File: config.mk
export PLATFORM = sky130hd
export DESIGN_NAME = elevator_dispatcher
export DESIGN_NICKNAME = d
export VERILOG_FILES = /design/src/rtl/elevator_pkg.sv /design/src/rtl/elevator_req_scan.sv /design/src/rtl/elevator_dispatcher.sv
export SDC_FILE = /design/constraint.sdc
export NUM_CORES = 1
export LEC_CHECK = 0
export ABC_AREA = 1
export CORE_MARGIN = 3
export CORE_UTILIZATION = 35
export DETAILED_ROUTE_END_ITERATION = 8
export PLACE_DENSITY = 0.58
export SETUP_SLACK_MARGIN = 0.5
export SYNTH_ARGS = -nofsm -noshare
export SYNTH_HDL_FRONTEND = slang
export SYNTH_SLANG_ARGS = --single-unit
File: constraint.sdc
create_clock -name clk -period 2.6 [get_ports clk]
set_input_delay 0.39 -clock clk [delete_from_list [all_inputs] [get_ports clk]]
set_output_delay 0.39 -clock clk [all_outputs]
set_load 0.01 [all_outputs]
File: src/rtl/elevator_pkg.sv
// Shared status encoding and floor geometry for the elevator dispatcher slice.
package elevator_pkg;

  localparam int NUM_FLOORS = 8;
  localparam int FLOOR_W    = 3;

  typedef enum logic [3:0] {
    IDLE       = 4'd0,
    MOVE_UP    = 4'd1,
    MOVE_DOWN  = 4'd2,
    DOOR_OPEN  = 4'd7,
    DOOR_CLOSE = 4'd8
  } status_t;

endpackage

File: src/rtl/elevator_req_scan.sv
// Combinational request scan: demand above/below the car and collective stop rules.
module elevator_req_scan
  import elevator_pkg::*;
(
  input  logic [NUM_FLOORS-1:0] pend,
  input  logic [NUM_FLOORS-1:0] upcall,
  input  logic [NUM_FLOORS-1:0] downcall,
  input  logic [NUM_FLOORS-1:0] floor_btn,
  input  logic [FLOOR_W-1:0]    floor,
  input  logic                  dir_up,
  output logic                  above,
  output logic                  below,
  output logic                  stop_up,
  output logic                  stop_down,
  output logic                  go_up
);

  logic [NUM_FLOORS-1:0] above_mask;
  logic [NUM_FLOORS-1:0] below_mask;

  // Shifting out past the top bit makes both masks empty at the boundary floors.
  assign above_mask = {{(NUM_FLOORS-1){1'b1}}, 1'b0} << floor;
  assign below_mask = ~({NUM_FLOORS{1'b1}} << floor);

  assign above     = |(pend & above_mask);
  assign below     = |(pend & below_mask);
  assign stop_up   = floor_btn[floor] | upcall[floor]   | (downcall[floor] & ~above);
  assign stop_down = floor_btn[floor] | downcall[floor] | (upcall[floor]   & ~below);
  assign go_up     = above & (dir_up | ~below);

endmodule

File: src/rtl/elevator_dispatcher.sv
// Collective (SCAN) elevator scheduler: travel/door counters and the dispatch FSM.
module elevator_dispatcher
  import elevator_pkg::*;
#(
  parameter int TRAVEL_CYCLES = 4,
  parameter int DOOR_CYCLES   = 3
) (
  input  logic                  clk,
  input  logic                  rst,
  input  logic [NUM_FLOORS-1:0] upcall,
  input  logic [NUM_FLOORS-1:0] downcall,
  input  logic [NUM_FLOORS-1:0] floor_btn,
  output logic [FLOOR_W-1:0]    floor,
  output logic [3:0]            status,
  output logic                  dir_up,
  output logic                  door_open
);

  localparam int TCW = (TRAVEL_CYCLES > 1) ? $clog2(TRAVEL_CYCLES) : 1;
  localparam int DCW = (DOOR_CYCLES > 1) ? $clog2(DOOR_CYCLES) : 1;
  localparam logic [TCW-1:0] TLAST = TCW'(TRAVEL_CYCLES - 1);
  localparam logic [DCW-1:0] DLAST = DCW'(DOOR_CYCLES - 1);
  localparam logic [FLOOR_W-1:0] TOP_FLOOR = FLOOR_W'(NUM_FLOORS - 1);

  status_t              state;
  logic [FLOOR_W-1:0]   floor_q;
  logic                 dir_q;
  logic                 door_q;
  logic [TCW-1:0]       tcnt;
  logic [DCW-1:0]       dcnt;
  logic                 arrive;
  logic [NUM_FLOORS-1:0] pend;
  logic                 above, below, stop_up, stop_down, go_up;

  assign pend = upcall | downcall | floor_btn;

  elevator_req_scan u_scan (
    .pend      (pend),
    .upcall    (upcall),
    .downcall  (downcall),
    .floor_btn (floor_btn),
    .floor     (floor_q),
    .dir_up    (dir_q),
    .above     (above),
    .below     (below),
    .stop_up   (stop_up),
    .stop_down (stop_down),
    .go_up     (go_up)
  );

  always_ff @(posedge clk) begin
    if (rst) begin
      state   <= IDLE;
      floor_q <= '0;
      dir_q   <= 1'b1;
      door_q  <= 1'b0;
      tcnt    <= '0;
      dcnt    <= '0;
      arrive  <= 1'b0;
    end else begin
      case (state)
        IDLE: begin
          if (pend[floor_q]) begin
            state  <= DOOR_OPEN;
            door_q <= 1'b1;
            dcnt   <= '0;
          end else if (go_up) begin
            state <= MOVE_UP;
            dir_q <= 1'b1;
          end else if (below) begin
            state <= MOVE_DOWN;
            dir_q <= 1'b0;
          end
        end
        MOVE_UP: begin
          // After each floor step, one cycle judges the new floor before moving on.
          if (arrive) begin
            arrive <= 1'b0;
            if (stop_up) begin
              state  <= DOOR_OPEN;
              door_q <= 1'b1;
              dcnt   <= '0;
            end else if (!above) begin
              state <= IDLE;
            end
          end else if (tcnt == TLAST) begin
            tcnt   <= '0;
            arrive <= 1'b1;
            if (floor_q != TOP_FLOOR) floor_q <= floor_q + FLOOR_W'(1);
          end else begin
            tcnt <= tcnt + TCW'(1);
          end
        end
        MOVE_DOWN: begin
          if (arrive) begin
            arrive <= 1'b0;
            if (stop_down) begin
              state  <= DOOR_OPEN;
              door_q <= 1'b1;
              dcnt   <= '0;
            end else if (!below) begin
              state <= IDLE;
            end
          end else if (tcnt == TLAST) begin
            tcnt   <= '0;
            arrive <= 1'b1;
            if (floor_q != '0) floor_q <= floor_q - FLOOR_W'(1);
          end else begin
            tcnt <= tcnt + TCW'(1);
          end
        end
        DOOR_OPEN: begin
          if (dcnt == DLAST) begin
            state  <= DOOR_CLOSE;
            door_q <= 1'b0;
            dcnt   <= '0;
          end else begin
            dcnt <= dcnt + DCW'(1);
          end
        end
        DOOR_CLOSE: state <= IDLE;
        default:    state <= IDLE;
      endcase
    end
  end

  assign floor     = floor_q;
  assign status    = state;
  assign dir_up    = dir_q;
  assign door_open = door_q;

endmodule

==> flow_summary_export.csv <==
group,metric,value,unit
outcome,status,"completed",
route,ant_nets,0,
power_and_ir_drop,p_seq_frac,0.201,
placed_design,dpl.hpwl,3440,um
timing,hold_slack,0.458,ns
yosys,avgSynthCellArea,5.42,sq um
route,num_vias,1811,
yosys,ys_warn_count,0,
worst_setup_path,worstSetupPathType,"reg2out",
global_routing,grt.overflow.total,0,
timing,slew_violations,0,
timing,fin_tns_setup,0,ns
yosys,synthArstFlopShare,0,
yosys,syn_inst,291,
floorplanning,fp.dieH,73.1,um
yosys,synth_edf_count,0,
worst_setup_path,slowest_stage,"clkdlybuf4s50_1",
route,first_iter_violations,135,
worst_setup_path,path_max_fanout,18,
yosys,synth_ff_type,"dfxtp_1",
cells_and_area,n_antenna_cell,0,
route,drc,0,
cells_and_area,fillers,441,
worst_setup_path,cp_cell_sequence,"buf_4 -> clkdlybuf4s50_1",
global_routing,grt_pass1_vias,1558,
timing,grt_setup_unrepaired,"false",
timing,hold_violations,0,
route,wirelength,4260,um
yosys,synth_top_area_cell,"nand2_1",
placed_design,port_buffers,34,
power_and_ir_drop,p_leak,0.00109,uW
global_routing,grt_usage,0.163,
timing,fin_crit_sh,0.756,
floorplanning,num_rows,23,
clock_network,cts_buffers,3,
worst_setup_path,worst_ep_required_time,2.21,ns
placed_design,placed_area,1950,sq um
route,wl_per_cell,11.1,um
power_and_ir_drop,clkPwrFrac,0.106,
global_routing,antenna_found_initial,0,
power_and_ir_drop,p_per_area,963,nW/um^2
floorplanning,die_x,73.1,um
placed_design,place.gp.congestion,0.863,
route,drt_pass1_iterations,4,
power_and_ir_drop,ir_worst_vdd,0.532,mV
worst_setup_path,crit_path_end_kind,"primary output",
power_and_ir_drop,switchingPower,1020,uW
yosys,synth_top_area_share,0.252,
power_and_ir_drop,p_int,985,uW
cells_and_area,instances_no_fill,384,
clock_network,cts_sinks,14,
worst_setup_path,crit_start,"floor[0]",
clock_network,cts_tree,"yes",
timing,min_period,1.97,ns
route,vias_per_cell,4.72,
global_routing,grt_start_max_net_pins,19,
clock_network,clock_latency,0.24,ns
yosys,synth_area_leaders,"nand2_1 (25%), dfxtp_1 (18%), inv_1 (13%), nand3_1 (12%), nor2_1 (5.5%)",
yosys,synthTopCellsByCount,"nand2_1 (106), inv_1 (54), nand3_1 (39), nor2_1 (23), dfxtp_1 (14)",
floorplanning,pin_count,35,
clock_network,htree_num_levels,1,
timing,tightest_slew,0.410,ns
floorplanning,initial_core_util,0.378,
global_routing,grt_pass1_wl,7040,um
worst_setup_path,cp_slowest_stage_delay,0.57,ns
clock_network,root_buffer,"clkbuf_8",
cells_and_area,stdcell_area,2080,sq um
worst_setup_path,crit_path_start_kind,"flop",
clock_network,cts_buffer_depth,2,
clock_network,path_clk_slew,0.06,ns
timing,finalSetupViolCount,0,
worst_setup_path,reg2reg_from,"status[2]",
power_and_ir_drop,power,2010,uW
timing,fmax,508,MHz
flow_run,cap_violations,0,
yosys,ys_types,28,
floorplanning,die_area,5350,sq um
power_and_ir_drop,power_frac_comb,0.693,
cells_and_area,layout.nets,363,
yosys,yosysMostFrequentCell,"nand2_1",
timing,relSlewSlack,0.724,
worst_setup_path,crit_arrival,1.58,ns
cells_and_area,areaGrowthSynthToFinish,32.0,%
yosys,ys_seq_elements,14,
power_and_ir_drop,switching_share,0.509,
placed_design,dpl.cell_count,372,
yosys,synth_nets,319,
floorplanning,core-area,4170,sq um
yosys,yosysSeqAreaShare,0.178,
timing,skew,0.00234,ns
min_path,hp-start,"door_open",
cells_and_area,drive_gt1_frac,0.108,
yosys,synth_area,1580,sq um
min_path,min_path_type,"reg2reg",
[registers in the layout (all words and copies together), names as in the netlist]
signal	cells
tcnt	2
status	4
dir_up	1
arrive	1
dcnt	2
floor	3
door_open	1
[layout make-up]
type | count | area (sq um) | share of cell area
Multi-Input combinational cell | 215 | 1040 | 0.497
Timing Repair Buffer | 45 | 423 | 0.203
Sequential cell | 14 | 285 | 0.137
Inverter | 56 | 221 | 0.106
Tap cell | 50 | 62.6 | 0.0300
Clock buffer | 4 | 55.1 | 0.0264
[power groups by stage]
stage | combinational, uW | clock (uW) | sequential, uW
after floorplan | 1020 | 0 | 383
after global placement | 1330 | 0 | 391
after detailed placement | 1330 | 0 | 394
after CTS | 1340 | 223 | 390
after global routing | 1580 | 227 | 416
final | 1390 | 213 | 403
[path summary, 6_finish.rpt]
check / depth (start not counted) / slack [ns] / end
worst min register to register: 2 / 0.46 / door_open
worst min-delay path: 2 / 0.46 / door_open
worst max-delay path: 2 / 0.63 / floor[0]
worst max register to register: 9 / 0.72 / floor[2]
[logic make-up after synthesis]
group                      Yosys count  share of synthesized area
DFF                                 14                      0.178
adders and majority gates            2                     0.0206
buffers and inverters               62                      0.166
and+or+nand+nor                    194                      0.568
AOI/OAI and AO/OA                   19                     0.0682
[routing by layer]
layer | wire (um) | share of wire | GRT usage
met1 | 2210 | 0.52 | 0.255
met2 | 1750 | 0.41 | 0.228
met3 | 273 | 0.064 | 0.0399
met4 | 28 | 0.0066 | 0.0184
met5 | 0 | 0 | 0
[cells in the final DEF (no fill, tap or decap), drive strengths merged]
cell type and instances:
inv 53, or2 1, o211a 1, o221ai 1
buf 11, and2 1, o21ai 6, ha 1
nand2 106, clkbuf 4, fa 1, a21oi 11
clkdlybuf4s50 34, nor4 1, dfxtp 14, clkinvlp 3
nand3 43, nor3 8, nor2 29, nand4 5
[critical path: cells and delay by family (launching register included)]
family | cells | cell delay (ns)
buf+inv | 2 | 0.85
flops | 1 | 0.48
[per-stage QoR]
stage	util	setup slack (ns)
5_1_grt	0.499	0.520
4_1_cts	0.481	0.501
3_5_place_dp	0.468	0.513
6_report	0.499	0.633
2_1_floorplan	-	0.702
3_3_place_gp	0.468	0.492
[what timing repair did]
item                                    4_1_cts  5_1_grt
buffers inserted                              0        8
endpoints found under the setup margin        2        9
hold buffers                                  0        0
gates resized for setup                       1        5
Note: power is estimated with default switching activity, not from simulation.
